## config.mk

```make
export PLATFORM = sky130hd
export DESIGN_NAME = i_type_issue
export DESIGN_NICKNAME = d
export VERILOG_FILES = /design/src/rtl/i_type_issue.sv
export SDC_FILE = /design/constraint.sdc
export NUM_CORES = 2
export LEC_CHECK = 0
export ABC_CLOCK_PERIOD_IN_PS = 5150
export CAP_MARGIN = 15
export CORE_MARGIN = 1.5
export CORE_UTILIZATION = 52
export CTS_CLUSTER_SIZE = 8
export DETAILED_ROUTE_END_ITERATION = 8
export PLACE_DENSITY = 0.7
export SLEW_MARGIN = 20
export SYNTH_ARGS = -nofsm -noshare
export SYNTH_HDL_FRONTEND = slang
export SYNTH_SLANG_ARGS = --single-unit
```

## constraint.sdc

```tcl
create_clock -name clk -period 5.15 [get_ports clk]
set_input_delay 1.545 -clock clk [delete_from_list [all_inputs] [get_ports clk]]
set_output_delay 1.545 -clock clk [all_outputs]
set_load 0.02 [all_outputs]
```

## src/rtl/i_type_issue.sv

```systemverilog
// Issue/writeback controller for the I-type execute unit: decodes OP-IMM words, reads rs1 from
// an internal 32x32 register file, drives the execute unit and writes its result back to rd.
module i_type_issue #(
    parameter int EX_LATENCY = 1,
    parameter int XLEN       = 32
) (
    input  logic            clk,
    input  logic            rst,
    input  logic            instr_valid,
    output logic            instr_ready,
    input  logic [31:0]     instr_data,
    output logic [XLEN-1:0] ex_idata,
    output logic [XLEN-1:0] ex_rv1,
    output logic [XLEN-1:0] ex_imm,
    input  logic [XLEN-1:0] ex_result,
    output logic            rf_wr_en,
    output logic [4:0]      rf_wr_addr,
    output logic [XLEN-1:0] rf_wr_data,
    output logic            illegal,
    output logic [31:0]     retired,
    input  logic [4:0]      dbg_addr,
    output logic [XLEN-1:0] dbg_data,
    output logic [1:0]      dbg_state
);

    localparam int CW = (EX_LATENCY > 1) ? $clog2(EX_LATENCY) : 1;

    typedef enum logic [1:0] {
        S_IDLE   = 2'd0,
        S_DECODE = 2'd1,
        S_EXEC   = 2'd2,
        S_WB     = 2'd3
    } state_t;

    state_t          r_state;
    logic            r_ready;
    logic            r_illegal;
    logic            r_wr_en;
    logic [31:0]     r_retired;
    logic [31:0]     r_instr;
    logic [XLEN-1:0] r_rv1;
    logic [XLEN-1:0] r_imm;
    logic [XLEN-1:0] r_wb_data;
    logic [CW-1:0]   r_ex_cnt;
    logic [XLEN-1:0] r_rf [0:31];

    logic            w_legal;
    logic [2:0]      w_funct3;
    logic [6:0]      w_funct7;
    logic [4:0]      w_rs1;
    logic [4:0]      w_rd;

    // Legality is judged on the incoming word so the illegal pulse lands in the DECODE cycle.
    assign w_funct3 = instr_data[14:12];
    assign w_funct7 = instr_data[31:25];
    assign w_legal  = (instr_data[6:0] == 7'b0010011)
                    && !((w_funct3 == 3'b001) && (w_funct7 != 7'b0000000))
                    && !((w_funct3 == 3'b101) && (w_funct7 != 7'b0000000)
                                              && (w_funct7 != 7'b0100000));

    assign w_rs1 = r_instr[19:15];
    assign w_rd  = r_instr[11:7];

    // Handshake: a word transfers on a rising edge where instr_valid && instr_ready; ready is
    // only high in IDLE, so the source must hold its word stable until that edge.
    assign instr_ready = r_ready;
    assign illegal     = r_illegal;
    assign retired     = r_retired;
    assign ex_idata    = r_instr;
    assign ex_rv1      = r_rv1;
    assign ex_imm      = r_imm;
    assign rf_wr_en    = r_wr_en;
    assign rf_wr_addr  = w_rd;
    assign rf_wr_data  = r_wb_data;
    assign dbg_data    = (dbg_addr == 5'd0) ? '0 : r_rf[dbg_addr];
    assign dbg_state   = r_state;

    always_ff @(posedge clk) begin
        if (rst) begin
            r_state   <= S_IDLE;
            r_ready   <= 1'b1;
            r_illegal <= 1'b0;
            r_wr_en   <= 1'b0;
            r_retired <= '0;
            r_instr   <= '0;
            r_rv1     <= '0;
            r_imm     <= '0;
            r_wb_data <= '0;
            r_ex_cnt  <= '0;
            for (int i = 0; i < 32; i++) begin
                r_rf[i] <= '0;
            end
        end else begin
            r_illegal <= 1'b0;
            case (r_state)
                S_IDLE: begin
                    if (instr_valid) begin
                        r_instr   <= instr_data;
                        r_illegal <= !w_legal;
                        r_ready   <= 1'b0;
                        r_state   <= S_DECODE;
                    end
                end
                S_DECODE: begin
                    if (r_illegal) begin
                        r_ready <= 1'b1;
                        r_state <= S_IDLE;
                    end else begin
                        r_rv1    <= (w_rs1 == 5'd0) ? '0 : r_rf[w_rs1];
                        r_imm    <= {{20{r_instr[31]}}, r_instr[31:20]};
                        r_ex_cnt <= '0;
                        r_state  <= S_EXEC;
                    end
                end
                S_EXEC: begin
                    if (r_ex_cnt == CW'(EX_LATENCY - 1)) begin
                        r_wb_data <= ex_result;
                        r_wr_en   <= 1'b1;
                        r_state   <= S_WB;
                    end else begin
                        r_ex_cnt <= r_ex_cnt + 1'b1;
                    end
                end
                S_WB: begin
                    if (w_rd != 5'd0) begin
                        r_rf[w_rd] <= r_wb_data;
                    end
                    r_retired <= r_retired + 32'd1;
                    r_wr_en   <= 1'b0;
                    r_ready   <= 1'b1;
                    r_state   <= S_IDLE;
                end
                default: begin
                    r_ready <= 1'b1;
                    r_state <= S_IDLE;
                end
            endcase
        end
    end

endmodule

```

==> flow_summary.json <==
{
  "antenna_found_initial": 28,
  "ys_seq_area_frac": 0.560,
  "area_growth_pct": 19.1,
  "wire_per_inst_um": 35.5,
  "synthArstFlopShare": 0,
  "use_met2": 0.553,
  "dr.pass1.iters": 7,
  "drc": 0,
  "final.setup.worst_slack_ns": -0.0604,
  "endpoint_kind": "output pin",
  "setup_viol": 5,
  "final_cells": 6334,
  "syn_avg_cell_area_um2": 13.9,
  "p_leak_nw": 25.3,
  "fin_skew_ns": 0.0275,
  "vias": 43703,
  "critPathArrivalTime_ns": 3.67,
  "grt_use_met3": 0.130,
  "relSlewSlack": 0.187,
  "yosysWarnings": 0,
  "ant_nets": 0,
  "clock-root-buffer": "clkbuf_16",
  "rr_endpoint": "r_rf[26][24]",
  "n_fill_cell": 8308,
  "boundaryPins": 274,
  "grt_max_degree": 100,
  "critPathKind": "in -> out",
  "gp_congestion": 0.888,
  "worstHoldStart": "ex_imm[1]",
  "placed_area_um2": 66200,
  "critPathLaunchType": "input port",
  "hold_end": "ex_imm[1]",
  "finish.instance_area_um2": 71800,
  "syn_inst": 4341,
  "portBuffers": 273,
  "die_y_um": 343,
  "clock_sinks": 1174,
  "layout.nets": 4732,
  "pwr-share-comb": 0.119,
  "p_int_mw": 18.1,
  "sequentialPowerShare": 0.451,
  "clock_path_buffers": 3,
  "rsz0062_at_grt": "true",
  "drv_cap": 0,
  "synthFlopType": "edfxtp_1",
  "p_clk_frac": 0.430,
  "fmax_mhz": 192,
  "p_sw_frac": 0.254,
  "grt_pass1_wl_um": 312000,
  "synthTopCellsByCount": "edfxtp_1 (1024), and2_1 (998), mux4_2 (416), clkbuf_1 (335), mux2i_1 (233)",
  "dp.cells": 5967,
  "total_power_mw": 24.3,
  "core_area_um2": 115000,
  "vdd_ir_drop_max_v": 0.000314,
  "violations": "setup timing",
  "drt-initial-drc-count": 7536,
  "row_count": 124,
  "crit_start": "dbg_addr[1]",
  "syn_area_um2": 60300,
  "grt_overflow": 0,
  "initial_core_util": 0.526,
  "via_per_inst": 6.90,
  "drive_gt1_frac": 0.241,
  "grtUsageMet1": 0.503,
  "tightestPinTransition_ns": 1.22,
  "cts-htree-levels": 4,
  "finalCritPeriodShare": 1.01,
  "cts_made_buffers": 165,
  "cts_tree": "built",
  "whs_ns": 0.451,
  "hold_class": "reg -> reg",
  "synth.area.top_cells": "edfxtp_1 (51%), mux4_2 (16%), and2_1 (10%)",
  "r2r_slack_ns": 1.36,
  "synth_area_leader_cell": "edfxtp_1",
  "pre_cts_slack_ns": -0.408,
  "power_density_nw_per_um2": 339,
  "cts.clk_slew.worst_paths_ns": 0.05,
  "holdPathStages": 2,
  "fin_util": 0.626,
  "grt_util_all_layers": 0.380,
  "synth_top_cell_area_share": 0.510,
  "insertion_delay_ns": 0.78,
  "dieWidth_um": 343,
  "outcome": "complete, but fails checks",
  "cp.required_ns": 3.61,
  "ys_seq_elements": 1174,
  "finalHoldViolCount": 0,
  "dieArea_um2": 118000,
  "final-max-slew-violation-count": 0,
  "cts.hold.buffers_added": 0,
  "p_switching_mw": 6.19,
  "reg2reg_depth": 7,
  "dp_hpwl_um": 129000,
  "grt_pass1_vias": 42488,
  "synth_most_common_cell": "edfxtp_1",
  "cp_max_fo": 7,
  "totalNegativeSetupSlack_ns": -0.118,
  "synth_edf_count": 1024,
  "period_needed_ns": 5.21,
  "drt-total-wl_um": 225000,
  "top_usage_layer": "met2",
  "synth.distinct_cells": 54
}
cell usage in the layout, fill, tap and decap left out, types with 10 or more instances in the layout:
master,instances
nand4_1,20
o21ai_0,28
xnor2_1,14
a211oi_1,23
o221ai_1,55
dfxtp_1,145
a221oi_1,20
clkbuf_2,10
nor2_1,138
mux4_2,416
buf_16,10
o22ai_1,32
mux2_2,89
nor2_4,22
a221oi_2,11
a22oi_1,23
nor4_1,16
conb_1,32
nand2_1,194
or2_2,32
buf_4,244
a2111oi_0,14
a21boi_0,14
clkdlybuf4s50_1,235
clkbuf_1,124
edfxtp_1,1024
buf_12,67
mux2i_1,231
a21oi_1,135
a211o_1,23
xor2_1,17
diode_2,24
nand3_1,12
and2_1,995
clkbuf_16,174
registers in the layout, indices dropped and copies added, names as in the netlist, named ones only:
signal       flops
instr_ready      1
ex_imm          12
rf_wr_en         1
ex_rv1          32
ex_idata        32
dbg_state        1
retired         32
r_rf          1024
rf_wr_data      32
illegal          1
kinds of logic after synthesis:
logic type | count (synthesis) | synth area share
simple gates | 1488 | 0.140
buf+inv | 470 | 0.0339
other cells | 1 | 0.0000622
compound gates | 431 | 0.0495
fa+ha+maj | 1 | 0.000208
flops | 1174 | 0.560
mux | 745 | 0.212
xor+xnor | 31 | 0.00450
per-layer routing:
| metal | vias up | part of all wire | wire length (um) |
|---|---|---|---|
| met1 | 21665 | 0.35 | 78600 |
| met3 | 828 | 0.16 | 35400 |
| met5 | - | 0.00062 | 139 |
| met4 | 14 | 0.059 | 13400 |
| li1 | 17014 | - | - |
| met2 | 4182 | 0.43 | 97600 |
worst max-delay path by stage:
| stage | end | depth (start not counted) |
|---|---|---|
| final | dbg_data[15] | 10 |
| after global routing | dbg_data[15] | 11 |
| after CTS | dbg_data[15] | 10 |
| after detailed placement | dbg_data[28] | 10 |
| after global placement | dbg_data[28] | 10 |
| after floorplan | dbg_data[10] | 7 |
power groups by stage:
stage               Clock [mW]  Sequential (mW)  Combinational [mW]
detailed placement           0             11.1                2.73
finish                    10.5             11.0                2.89
floorplan                    0             11.0                1.56
CTS                       10.5             11.0                2.78
global route              10.9             11.0                2.95
global placement             0             11.1                2.71
worst max-delay path, stage by stage:
cell,delay [ns]
buf_16,0.15
buf_16,0.17
buf_12,0.16
buf_16,0.15
mux4_2,0.50
mux2_2,0.29
o221ai_1,0.21
a21oi_2,0.10
buf_6,0.21
buf_4,0.15
cell type report:
| class | count | area, um2 | area share |
|---|---|---|---|
| Sequential cell | 1174 | 33800 | 0.470 |
| Multi-Input combinational cell | 2728 | 25100 | 0.349 |
| Timing Repair Buffer | 587 | 6110 | 0.0850 |
| Clock buffer | 296 | 4770 | 0.0664 |
| Tap cell | 1512 | 1890 | 0.0263 |
| Clock inverter | 10 | 143 | 0.00199 |
| Antenna cell | 24 | 60.1 | 0.000836 |
| Inverter | 3 | 11.3 | 0.000157 |
timing repair:
| item | CTS | global route |
|---|---|---|
| hold endpoints to repair | 0 | 0 |
| setup buffers | 9 | 22 |
| endpoints found under the setup margin | 32 | 26 |
| cloned | 3 | 2 |
| pin swaps | 3 | 2 |
| resized for setup | 71 | 42 |
No activity file was read; power rests on OpenSTA's default activity.
